**config.mk**
```make
export PLATFORM = sky130hd
export DESIGN_NAME = instr_fetch_unit
export DESIGN_NICKNAME = d
export VERILOG_FILES = /design/src/rtl/instr_fetch_unit_pkg.sv /design/src/rtl/instr_fetch_unit_pc_next_calc.sv /design/src/rtl/instr_fetch_unit.sv
export SDC_FILE = /design/constraint.sdc
export NUM_CORES = 1
export LEC_CHECK = 0
export BUFFER_PORTS_ARGS = -buffer_cell sky130_fd_sc_hd__buf_2
export CAP_MARGIN = 20
export CORE_MARGIN = 5
export CORE_UTILIZATION = 50
export CTS_CLUSTER_SIZE = 25
export DETAILED_ROUTE_END_ITERATION = 12
export GPL_TIMING_DRIVEN = 0
export PLACE_DENSITY = 0.81
export SETUP_SLACK_MARGIN = 0.3
export SYNTH_ARGS = -nofsm -noshare
export SYNTH_HDL_FRONTEND = slang
export SYNTH_SLANG_ARGS = --single-unit
```
**constraint.sdc**
```tcl
create_clock -name CLK -period 5.1 [get_ports CLK]
set_input_delay 0.51 -clock CLK [delete_from_list [all_inputs] [get_ports CLK]]
set_output_delay 0.51 -clock CLK [all_outputs]
set_load 0.005 [all_outputs]
```
**src/rtl/instr_fetch_unit_pkg.sv**
```systemverilog
// Shared definitions for the instruction fetch unit:
// fetch FSM states, next-PC select codes, reset PC and NOP word.
package instr_fetch_unit_pkg;

   typedef enum logic [1:0] {
      S_IDLE = 2'b00,
      S_REQ  = 2'b01,
      S_DONE = 2'b10
   } fetch_state_t;

   typedef enum logic [1:0] {
      PC_SEQ = 2'b00,
      PC_BR  = 2'b01,
      PC_JMP = 2'b10,
      PC_JR  = 2'b11
   } pc_sel_t;

   localparam logic [31:0] RESET_PC_DEF = 32'h0000_1000;
   localparam logic [31:0] NOP_WORD     = 32'h0000_0000;
   localparam int          ADDR_W_DEF   = 26;
   localparam int          TIMEOUT_DEF  = 16;

   function automatic logic [31:0] sext16(input logic [15:0] v);
      return {{16{v[15]}}, v};
   endfunction

endpackage

```
**src/rtl/instr_fetch_unit_pc_next_calc.sv**
```systemverilog
// Combinational next-PC selection: sequential, branch,
// jump (region-relative) and register-indirect targets.
module pc_next_calc
   import instr_fetch_unit_pkg::*;
(
   input  logic [31:0] pc,
   input  logic [1:0]  pc_sel,
   input  logic [15:0] br_imm,
   input  logic [25:0] jmp_addr,
   input  logic [31:0] jr_target,
   output logic [31:0] next_pc
);

   logic [31:0] pc_inc;

   assign pc_inc = pc + 32'd1;

   // pick the target; all arithmetic wraps modulo 2^32
   always_comb begin
      next_pc = pc_inc;
      unique case (pc_sel_t'(pc_sel))
         PC_SEQ: next_pc = pc_inc;
         PC_BR:  next_pc = pc_inc + sext16(br_imm);
         PC_JMP: next_pc = {pc[31:26], jmp_addr};
         PC_JR:  next_pc = jr_target;
         default: next_pc = pc_inc;
      endcase
   end

endmodule

```
**src/rtl/instr_fetch_unit.sv**
```systemverilog
// Instruction fetch unit: owns PC and IR, issues single
// outstanding word reads with a timeout, applies next-PC updates.
module instr_fetch_unit
   import instr_fetch_unit_pkg::*;
#(
   parameter logic [31:0] RESET_PC    = RESET_PC_DEF,
   parameter int          ADDR_W      = ADDR_W_DEF,
   parameter int          TIMEOUT_CYC = TIMEOUT_DEF
) (
   input  logic              CLK,
   input  logic              RST,
   input  logic              FETCH_START,
   input  logic              PC_LOAD,
   input  logic [1:0]        PC_SEL,
   input  logic [15:0]       BR_IMM,
   input  logic [25:0]       JMP_ADDR,
   input  logic [31:0]       JR_TARGET,
   output logic              MEM_RD,
   output logic [ADDR_W-1:0] MEM_ADDR,
   input  logic [31:0]       MEM_RDATA,
   input  logic              MEM_READY,
   output logic [31:0]       INSTRUCTION,
   output logic [31:0]       PC,
   output logic              IR_VALID,
   output logic              BUSY,
   output logic              FETCH_ERR
);

   localparam int CNT_W = (TIMEOUT_CYC > 1) ? $clog2(TIMEOUT_CYC) : 1;
   localparam logic [CNT_W-1:0] CNT_LAST = CNT_W'(TIMEOUT_CYC - 1);

   fetch_state_t     state;
   logic [CNT_W-1:0] cnt;
   logic             stale;
   logic [31:0]      next_pc;

   pc_next_calc u_pc_next (
      .pc        (PC),
      .pc_sel    (PC_SEL),
      .br_imm    (BR_IMM),
      .jmp_addr  (JMP_ADDR),
      .jr_target (JR_TARGET),
      .next_pc   (next_pc)
   );

   // PC register: updated only on a WB-stage load request
   always_ff @(posedge CLK or posedge RST) begin
      if (RST) begin
         PC <= RESET_PC;
      end else if (PC_LOAD) begin
         PC <= next_pc;
      end
   end

   // fetch FSM with IR, timeout counter and registered handshake outputs;
   // stale marks a fetch whose PC was replaced while it was in flight
   always_ff @(posedge CLK or posedge RST) begin
      if (RST) begin
         state       <= S_IDLE;
         cnt         <= '0;
         stale       <= 1'b0;
         MEM_RD      <= 1'b0;
         MEM_ADDR    <= '0;
         INSTRUCTION <= NOP_WORD;
         IR_VALID    <= 1'b0;
         BUSY        <= 1'b0;
         FETCH_ERR   <= 1'b0;
      end else begin
         unique case (state)
            S_IDLE: begin
               if (FETCH_START) begin
                  state    <= S_REQ;
                  BUSY     <= 1'b1;
                  MEM_RD   <= 1'b1;
                  MEM_ADDR <= PC[ADDR_W-1:0];
                  cnt      <= '0;
                  stale    <= PC_LOAD;
               end
            end
            S_REQ: begin
               if (MEM_READY) begin
                  INSTRUCTION <= MEM_RDATA;
                  MEM_RD      <= 1'b0;
                  BUSY        <= 1'b0;
                  state       <= S_DONE;
               end else if (cnt == CNT_LAST) begin
                  INSTRUCTION <= NOP_WORD;
                  FETCH_ERR   <= 1'b1;
                  MEM_RD      <= 1'b0;
                  BUSY        <= 1'b0;
                  state       <= S_DONE;
               end else begin
                  cnt <= cnt + 1'b1;
               end
               if (PC_LOAD) begin
                  stale <= 1'b1;
               end
            end
            S_DONE: begin
               IR_VALID <= !stale;
               state    <= S_IDLE;
            end
            default: begin
               state <= S_IDLE;
            end
         endcase
         if (PC_LOAD || (state == S_IDLE && FETCH_START)) begin
            IR_VALID <= 1'b0;
         end
      end
   end

endmodule
```
==> results.json, run 1 <==
{
  "grt_pass1_vias": 6488,
  "cp-start-kind": "flip-flop",
  "globalRouteTotalUtil": 0.267,
  "power_frac_comb": 0.492,
  "power.density_mw_per_mm2": 492,
  "seq_area_frac_synth": 0.361,
  "firstDrtPassIters": 7,
  "hpwlAfterDp_um": 16800,
  "clkTransAtPathRegs_ns": 0.08,
  "ioPinCount": 207,
  "antenna_found_initial": 0,
  "drive_gt1_frac": 0.311,
  "finalSetupTns_ns": 0,
  "synth.most_common_cell": "dfrtp_1",
  "drt_iter0_markers": 520,
  "cp-end-kind": "flip-flop",
  "cts_max_path_buffers": 2,
  "syn2layout_area_growth_pct": 22.7,
  "power.share.switching": 0.398,
  "chipHeight_um": 128,
  "leakagePower_nw": 3.95,
  "cts.sinks": 100,
  "synth_fp_nets": 877,
  "arrival_ns": 4.74,
  "worst_pin_slew_ns": 0.859,
  "cts-root-buf": "clkbuf_16",
  "synth-edff-count": 0,
  "holdBufCountCts": 0,
  "syn-cell-area_sq_mm": 0.00693,
  "drv_slew": 0,
  "skew_ns": 0.0109,
  "seqPwrFrac": 0.337,
  "cp_max_fo": 6,
  "synthDistinctLibCells": 70,
  "setup_viol": 0,
  "clkLatencyLatePin_ns": 0.36,
  "via_per_inst": 6.00,
  "p_sw_mw": 1.66,
  "crit_required_ns": 5.35,
  "final_antenna_net_count": 0,
  "clock.fmax_mhz": 223,
  "status": "completed",
  "cts-buffers-inserted": 9,
  "yosys.area.top_type": "dfrtp_1",
  "synth_cells": 724,
  "num_vias": 6754,
  "rsz0062_at_grt": "false",
  "period_needed_ns": 4.49,
  "p_clk_frac": 0.172,
  "grt_max_degree": 70,
  "internal_power_mw": 2.52,
  "drt_wl_total_um": 22100,
  "initial_core_util": 0.505,
  "yosys_warnings": 0,
  "portBuffers": 203,
  "synth_area_leaders": "dfrtp_1 (36%), mux2_2 (7.1%), ha_1 (7.0%), a22o_1 (4.0%), xnor2_1 (3.8%)",
  "ir_worst_vdd_v": 0.000191,
  "maxCapViolations": 0,
  "drc": 0,
  "yosys_register_bits": 100,
  "r2r_slack_ns": 0.61,
  "post_cts_buffers": 0,
  "critPathKind": "flip-flop to flip-flop",
  "seq_area_sq_mm": 0.00250,
  "hold_class": "input port to async pin",
  "synthTopCellsByCount": "dfrtp_1 (99), nand2_1 (66), a21oi_1 (52)",
  "multi_input_area_sq_mm": 0.00420,
  "synth_top_area_share": 0.357,
  "cts_tree": "yes",
  "core_sq_mm": 0.0137,
  "fill_cells": 1181,
  "wl_per_cell_um": 19.7,
  "finalCritPeriodShare": 0.881,
  "finalHoldViolCount": 0,
  "num_rows": 43,
  "fin_util": 0.620,
  "grt_pass1_wl_um": 34500,
  "slew_headroom": 0.427,
  "htreeDepth": 3,
  "design.die.area_sq_mm": 0.0163,
  "gp_congestion": 0.964,
  "overflow": 0,
  "layout.nets": 1092,
  "synth_ff_type": "dfrtp_1",
  "postCtsResizedCells": 0,
  "syn_avg_cell_area_sq_um": 9.57,
  "async_flop_share": 1.00,
  "chipWidth_um": 128
}
-- worst paths after layout --
check | from | endpoint | cells after the start
max in group asynchronous | RST | PC[12]$_DFFE_PP1P_ | 3
min in group CLK | MEM_RDATA[17] | INSTRUCTION[17]$_DFFE_PP0P_ | 2
worst min-delay path | RST | cnt[2]$_DFFE_PP0P_ | 2
worst min register to register | FETCH_ERR$_DFFE_PP0P_ | FETCH_ERR$_DFFE_PP0P_ | 2
worst max register to register | PC[1]$_DFFE_PP0P_ | PC[31]$_DFFE_PP0P_ | 16
worst max-delay path | PC[1]$_DFFE_PP0P_ | PC[31]$_DFFE_PP0P_ | 16
-- registers in the layout, summed over array words and instances (netlist names) --
signal	cells
BUSY	1
FETCH_ERR	1
PC	32
cnt	4
IR_VALID	1
stale	1
MEM_ADDR	26
INSTRUCTION	32
state	2
-- final cells by class --
cell class / instances / share of cell area
clock buffer: 9 / 0.0265
timing repair buffer: 204 / 0.123
inverter: 20 / 0.00912
buffer: 38 / 0.0175
tap: 180 / 0.0265
antenna: 1 / 0.000294
clock inverter: 7 / 0.00839
sequential: 100 / 0.294
multi-input combinational: 566 / 0.494
-- placed cells by master, fill, tap and decap left out, types with 11 or more instances in the layout --
master,instances
and3_1,13
xor2_1,22
a21o_1,11
ha_1,39
nor2_1,43
xnor2_1,30
clkbuf_1,28
dfrtp_1,99
a21oi_1,52
buf_2,205
inv_1,17
mux2_2,44
nand2_1,66
nand3_1,24
a22o_1,32
o21ai_0,33
-- routing by layer --
| metal | track usage | vias up | wire, um | part of all wire |
|---|---|---|---|---|
| met5 | 0 | - | 0 | 0 |
| met4 | 0.109 | 0 | 867 | 0.039 |
| met3 | 0.0554 | 74 | 1950 | 0.088 |
| met2 | 0.417 | 373 | 10200 | 0.46 |
| met1 | 0.363 | 3178 | 9120 | 0.41 |
| li1 | - | 3129 | - | - |
-- worst max-delay path, stage by stage, from the launching register on --
cell     delay [ns]
dfrtp_1        0.45
ha_1           0.26
and3_1         0.32
nand4_2        0.25
nor3_2         0.56
nand2_1        0.18
nor2_1         0.15
xor2_1         0.31
ha_1           0.32
a21oi_1        0.35
o21ai_0        0.14
a21oi_1        0.29
nand3_1        0.12
a31o_2         0.26
a21oi_1        0.20
xnor2_1        0.14
o21ai_1        0.07
-- per-stage QoR --
| step | setup slack, ns | std cells | hold slack [ns] | power, mW | instance area (sq um) |
|---|---|---|---|---|---|
| floorplan | 1.70 | 724 | 0.460 | 2.73 | 6930 |
| global placement | 0.733 | 1107 | 0.449 | 3.39 | 8170 |
| detailed placement | 0.741 | 1108 | 0.455 | 3.46 | 8200 |
| CTS | 0.694 | 1124 | 0.169 | 4.19 | 8500 |
| global route | 0.357 | 1124 | 0.193 | 4.47 | 8500 |
| finish | 0.606 | 1125 | 0.154 | 4.19 | 8500 |
-- power groups by stage --
stage,sequential (mW),clock (mW),combinational (mW)
6_report,1.41,0.718,2.06
3_5_place_dp,1.42,0,2.04
2_1_floorplan,1.40,0,1.33
4_1_cts,1.41,0.720,2.06
5_1_grt,1.46,0.750,2.26
3_3_place_gp,1.40,0,1.99
-- kinds of logic (layout without fill, tap and decap cells) --
family,after synthesis,in the layout,share of synthesized area
fa+ha+maj,40,40,0.0733
xor+xnor,52,52,0.0657
buf+inv,58,278,0.0323
other cells,0,1,0
compound gates,211,211,0.206
flops,100,100,0.361
mux,66,66,0.122
simple gates,197,197,0.139
No activity file was read; power rests on OpenSTA's default activity.
==> run 2, diff against run 1 <==
--- a/config.mk
+++ b/config.mk
@@ -7,6 +7,7 @@
 export LEC_CHECK = 0
 export BUFFER_PORTS_ARGS = -buffer_cell sky130_fd_sc_hd__buf_2
 export CAP_MARGIN = 20
+export CORE_ASPECT_RATIO = 0.8
 export CORE_MARGIN = 5
 export CORE_UTILIZATION = 50
 export CTS_CLUSTER_SIZE = 25
==> run 2 against run 1 <==
Compared with the run above: worst setup slack worse by 0.034 ns; clock power is 9.3% higher; wire length rose by 6.5%; non-clock buffer count did not move; largest power group unchanged; flip-flop and latch count stayed put; die area is essentially flat; critical endpoint is now PC[30]$_DFFE_PP0P_; clock-buffer cell count stayed put; combinational power is 2% higher; fmax decreased by 0.75%; design area increased by 0.47%; sequential share of layout area shrank 0.14 points; sequential power hardly changed.
==> results.json, run 2 (synthesized netlist as in run 1, its figures left out) <==
{
  "drc": 0,
  "ioPinCount": 207,
  "critPathLaunch": "PC[0]$_DFFE_PP0P_",
  "clock.fmax_mhz": 221,
  "status": "completed",
  "via_per_inst": 6.09,
  "finalCritPeriodShare": 0.888,
  "wl_per_cell_um": 21.0,
  "grt_pass1_vias": 6617,
  "antenna_found_initial": 0,
  "slew_headroom": 0.366,
  "fin_util": 0.628,
  "rsz0062_at_grt": "false",
  "cp-end-kind": "flip-flop",
  "drt_wl_total_um": 23600,
  "whs_ns": 0.150,
  "critPathKind": "flip-flop to flip-flop",
  "firstDrtPassIters": 8,
  "reg2reg_from": "PC[0]$_DFFE_PP0P_",
  "grt_pass1_wl_um": 36100,
  "hold_class": "input port to async pin",
  "final_cell_mix": "buf_2 (205), dfrtp_1 (99), nand2_1 (66)",
  "ir_worst_vdd_v": 0.000316,
  "reg2reg_depth": 14,
  "htreeDepth": 3,
  "cts.sinks": 100,
  "num_rows": 38,
  "chipWidth_um": 142,
  "initial_core_util": 0.510,
  "antenna_cells": 0,
  "clkLatencyLatePin_ns": 0.36,
  "r2r-end": "PC[30]$_DFFE_PP0P_",
  "maxCapViolations": 0,
  "drive_gt1_frac": 0.311,
  "cts-root-buf": "clkbuf_16",
  "crit_required_ns": 5.35,
  "postCtsResizedCells": 0,
  "core_sq_mm": 0.0136,
  "final_antenna_net_count": 0,
  "finalPower_mw": 4.32,
  "gp_congestion": 0.978,
  "finalHoldViolCount": 0,
  "layout.nets": 1092,
  "post_cts_buffers": 0,
  "hpwlAfterDp_um": 17800,
  "setup_viol": 0,
  "leakagePower_nw": 3.97,
  "overflow": 0,
  "drt_iter0_markers": 709,
  "finalSetupTns_ns": 0,
  "final_common_cell": "buf_2",
  "cp-start-kind": "flip-flop",
  "cts_tree": "yes",
  "drv_slew": 0,
  "skew_ns": 0.00620,
  "portBuffers": 203,
  "period_needed_ns": 4.53,
  "arrival_ns": 4.78,
  "clkTransAtPathRegs_ns": 0.07,
  "chipHeight_um": 115,
  "worst_pin_slew_ns": 0.951,
  "grt_max_degree": 74,
  "num_vias": 6849,
  "design.die.area_sq_mm": 0.0163,
  "power.density_mw_per_mm2": 506,
  "cts_max_path_buffers": 2,
  "holdBufCountCts": 0,
  "syn2layout_area_growth_pct": 23.2,
  "crit_end": "PC[30]$_DFFE_PP0P_",
  "r2r_slack_ns": 0.57,
  "globalRouteTotalUtil": 0.285,
  "reg.largest.list": "INSTRUCTION: 32 flops, PC: 32 flops, MEM_ADDR: 26 flops",
  "cp_max_fo": 6,
  "cts-buffers-inserted": 9
}
run 2: cell types whose count changed in the layout (fill, tap and decap cells not counted):
cell,delta
bufinv_16,+1
clkinv_2,-3
clkinv_8,+1
diode_2,-1
inv_8,+1
run 2: routing by layer:
metal	vias up	part of all wire	track usage
met4	0	0.028	0.0946
li1	3129	-	-
met2	414	0.42	0.418
met5	-	0	0
met3	46	0.12	0.101
met1	3260	0.43	0.396
run 2: metrics by stage:
| stage | setup slack (ns) | area [sq um] | cells |
|---|---|---|---|
| 4_1_cts | 0.776 | 8540 | 1124 |
| 6_report | 0.572 | 8540 | 1124 |
| 3_5_place_dp | 0.807 | 8200 | 1108 |
| 5_1_grt | 0.462 | 8540 | 1124 |
| 3_3_place_gp | 0.672 | 8170 | 1107 |
| 2_1_floorplan | 1.70 | 6930 | 724 |
run 2: cell type report:
type	count	area (sq um)
Timing Repair Buffer	204	1040
Buffer	38	149
Inverter	20	77.6
Fill cell	1173	5060
Sequential cell	100	2500
Clock buffer	9	225
Multi-Input combinational cell	566	4200
Tap cell	180	225
Clock inverter	7	114
run 2: worst min path at each step:
stage               slack, ns                         end  cells past startpoint             startpoint
finish                   0.15  INSTRUCTION[4]$_DFFE_PP0P_                      2                    RST
global route             0.18  INSTRUCTION[4]$_DFFE_PP0P_                      2                    RST
CTS                      0.16    MEM_ADDR[12]$_DFFE_PP0P_                      2                    RST
detailed placement       0.46       FETCH_ERR$_DFFE_PP0P_                      2  FETCH_ERR$_DFFE_PP0P_
global placement         0.45       FETCH_ERR$_DFFE_PP0P_                      2  FETCH_ERR$_DFFE_PP0P_
floorplan                0.46       FETCH_ERR$_DFFE_PP0P_                      2  FETCH_ERR$_DFFE_PP0P_
run 2: critical path: stages (launching register included):
cell	delay, ns
dfrtp_1	0.46
ha_1	0.26
and3_1	0.32
nand4_2	0.27
nor3_2	0.52
nand2_1	0.20
xnor2_1	0.25
ha_1	0.31
a21oi_1	0.22
a21boi_0	0.17
and3_1	0.23
a211oi_1	0.76
nand3_1	0.18
o211ai_1	0.17
nand2_1	0.07
run 2: report_power, final:
part | internal, mW | switching, mW
clock | 0.443 | 0.342
sequential | 1.12 | 0.306
combinational | 1.02 | 1.09
==> run 3, diff against run 2 <==
--- a/config.mk
+++ b/config.mk
@@ -8,7 +8,6 @@
 export BUFFER_PORTS_ARGS = -buffer_cell sky130_fd_sc_hd__buf_2
 export CAP_MARGIN = 20
 export CORE_ASPECT_RATIO = 0.8
-export CORE_MARGIN = 5
 export CORE_UTILIZATION = 50
 export CTS_CLUSTER_SIZE = 25
 export DETAILED_ROUTE_END_ITERATION = 12
==> run 3 against run 2 <==
Compared with the run above: cell count did not move; sequential share of layout area rose by 0.13 points; critical path type unchanged; register-to-register slack improved by 0.04 ns; clock-buffer cell count did not move; largest power group unchanged.
==> results.json, run 3 (synthesized netlist as in run 1, its figures left out) <==
{
  "status": "completed",
  "antenna_found_initial": 0,
  "globalRouteTotalUtil": 0.313,
  "core_sq_mm": 0.0136,
  "power.density_mw_per_mm2": 495,
  "via_per_inst": 6.13,
  "p_clk_frac": 0.168,
  "chipWidth_um": 134,
  "p_sw_mw": 1.72,
  "slew_headroom": 0.342,
  "cp-start-kind": "flip-flop",
  "holdBufCountCts": 0,
  "cts_max_path_buffers": 2,
  "cts.sinks": 100,
  "layout.nets": 1092,
  "finalHoldViolCount": 0,
  "power_frac_comb": 0.493,
  "ioPinCount": 207,
  "portBuffers": 203,
  "skew_ns": 0.0121,
  "clock.fmax_mhz": 223,
  "cp_max_fo": 6,
  "cts-buffers-inserted": 9,
  "design.die.area_sq_mm": 0.0143,
  "reg2reg_from": "PC[1]$_DFFE_PP0P_",
  "cp-end-kind": "flip-flop",
  "leakagePower_nw": 3.95,
  "gp_congestion": 0.935,
  "critPathKind": "flip-flop to flip-flop",
  "wl_per_cell_um": 19.7,
  "drt_iter0_markers": 704,
  "final_antenna_net_count": 0,
  "rsz0062_at_grt": "false",
  "drc": 0,
  "num_rows": 38,
  "seq_area_sq_mm": 0.00250,
  "worst_pin_slew_ns": 0.982,
  "hpwlAfterDp_um": 16800,
  "num_vias": 6890,
  "power.share.switching": 0.409,
  "seqPwrFrac": 0.338,
  "final_common_cell": "buf_2",
  "ir_worst_vdd_v": 0.000335,
  "htreeDepth": 3,
  "cts_tree": "yes",
  "initial_core_util": 0.512,
  "hold_class": "input port to async pin",
  "reg.largest.list": "INSTRUCTION: 32 flops, PC: 32 flops, MEM_ADDR: 26 flops",
  "finalCritPeriodShare": 0.881,
  "chipHeight_um": 107,
  "drv_slew": 0,
  "drt_wl_total_um": 22200,
  "internal_power_mw": 2.49,
  "dpl_cell_area_sq_mm": 0.00820,
  "finalSetupTns_ns": 0,
  "maxCapViolations": 0,
  "fill_cells": 1154,
  "multi_input_area_sq_mm": 0.00420,
  "overflow": 0,
  "grt_max_degree": 60,
  "setup_viol": 0,
  "antenna_cells": 0,
  "firstDrtPassIters": 9,
  "final_cell_mix": "buf_2 (205), dfrtp_1 (99), nand2_1 (66)",
  "fin_area_sq_mm": 0.00850,
  "arrival_ns": 4.74,
  "postCtsResizedCells": 0,
  "post_cts_buffers": 0,
  "drive_gt1_frac": 0.311,
  "cts-root-buf": "clkbuf_16",
  "grt_pass1_vias": 6206,
  "period_needed_ns": 4.49,
  "grt_pass1_wl_um": 34000,
  "clkLatencyLatePin_ns": 0.36,
  "crit_required_ns": 5.35,
  "critPathLaunch": "PC[1]$_DFFE_PP0P_",
  "clkTransAtPathRegs_ns": 0.08,
  "syn2layout_area_growth_pct": 22.7
}
run 3: changes by cell type in the layout (fill, tap and decap cells not counted):
cell | previous run | this run
bufinv_16 | 2 | 0
inv_8 | 1 | 3
buf_12 | 0 | 1
buf_16 | 1 | 0
clkinv_8 | 1 | 2
inv_6 | 3 | 2
run 3: stage by stage:
step                      total power, mW  cells   util  hold WS, ns  worst slack (ns)
after floorplan                      2.73    724      -        0.460              1.70
after global placement               3.42   1107  0.603        0.446             0.697
after detailed placement             3.46   1108  0.605        0.484             0.779
after CTS                            4.19   1124  0.628        0.317             0.760
after global routing                 4.50   1124  0.628        0.356             0.400
final                                4.21   1124  0.628        0.299             0.609
run 3: per-layer routing:
metal / vias up / GRT usage / part of all wire
met1: 3258 / 0.449 / 0.44
met3: 53 / 0.0786 / 0.11
met4: 0 / 0.114 / 0.030
li1: 3145 / - / -
met2: 434 / 0.453 / 0.42
met5: - / 0 / 0
run 3: layout make-up:
| cell class | count | area share |
|---|---|---|
| inverters | 20 | 0.00912 |
| flip-flops and latches | 100 | 0.294 |
| repair buffers | 204 | 0.122 |
| clock buffers | 9 | 0.0265 |
| well taps | 180 | 0.0265 |
| plain buffers | 38 | 0.0175 |
| multi-input cells | 566 | 0.494 |
| clock inverters | 7 | 0.00986 |
run 3: power by group through the flow:
stage               Sequential [mW]  Combinational, mW  Clock, mW
floorplan                      1.40               1.33          0
global placement               1.41               2.00          0
detailed placement             1.43               2.03          0
CTS                            1.42               2.05      0.720
global route                   1.47               2.28      0.749
finish                         1.43               2.08      0.710
run 3: final timing paths:
check | endpoint | slack (ns) | cells after the start
min in group CLK | INSTRUCTION[13]$_DFFE_PP0P_ | 0.36 | 2
worst min register to register | FETCH_ERR$_DFFE_PP0P_ | 0.50 | 2
worst max-delay path | PC[26]$_DFFE_PP0P_ | 0.61 | 14
worst max register to register | PC[26]$_DFFE_PP0P_ | 0.61 | 14
worst min-delay path | INSTRUCTION[16]$_DFFE_PP0P_ | 0.30 | 2
max in group asynchronous | MEM_ADDR[24]$_DFFE_PP0P_ | 4.10 | 3
run 3: worst max-delay path: stages, from the launching register on:
cell and delay (ns):
dfrtp_1 0.47, ha_1 0.27, and3_1 0.32, nand4_2 0.26, nor3_2 0.45, nand2_1 0.20
xnor2_1 0.24, ha_1 0.31, a21oi_1 0.22, a21boi_0 0.16, and3_1 0.22, a211oi_1 0.83
nor3_1 0.12, o31ai_1 0.24, nand2_1 0.09
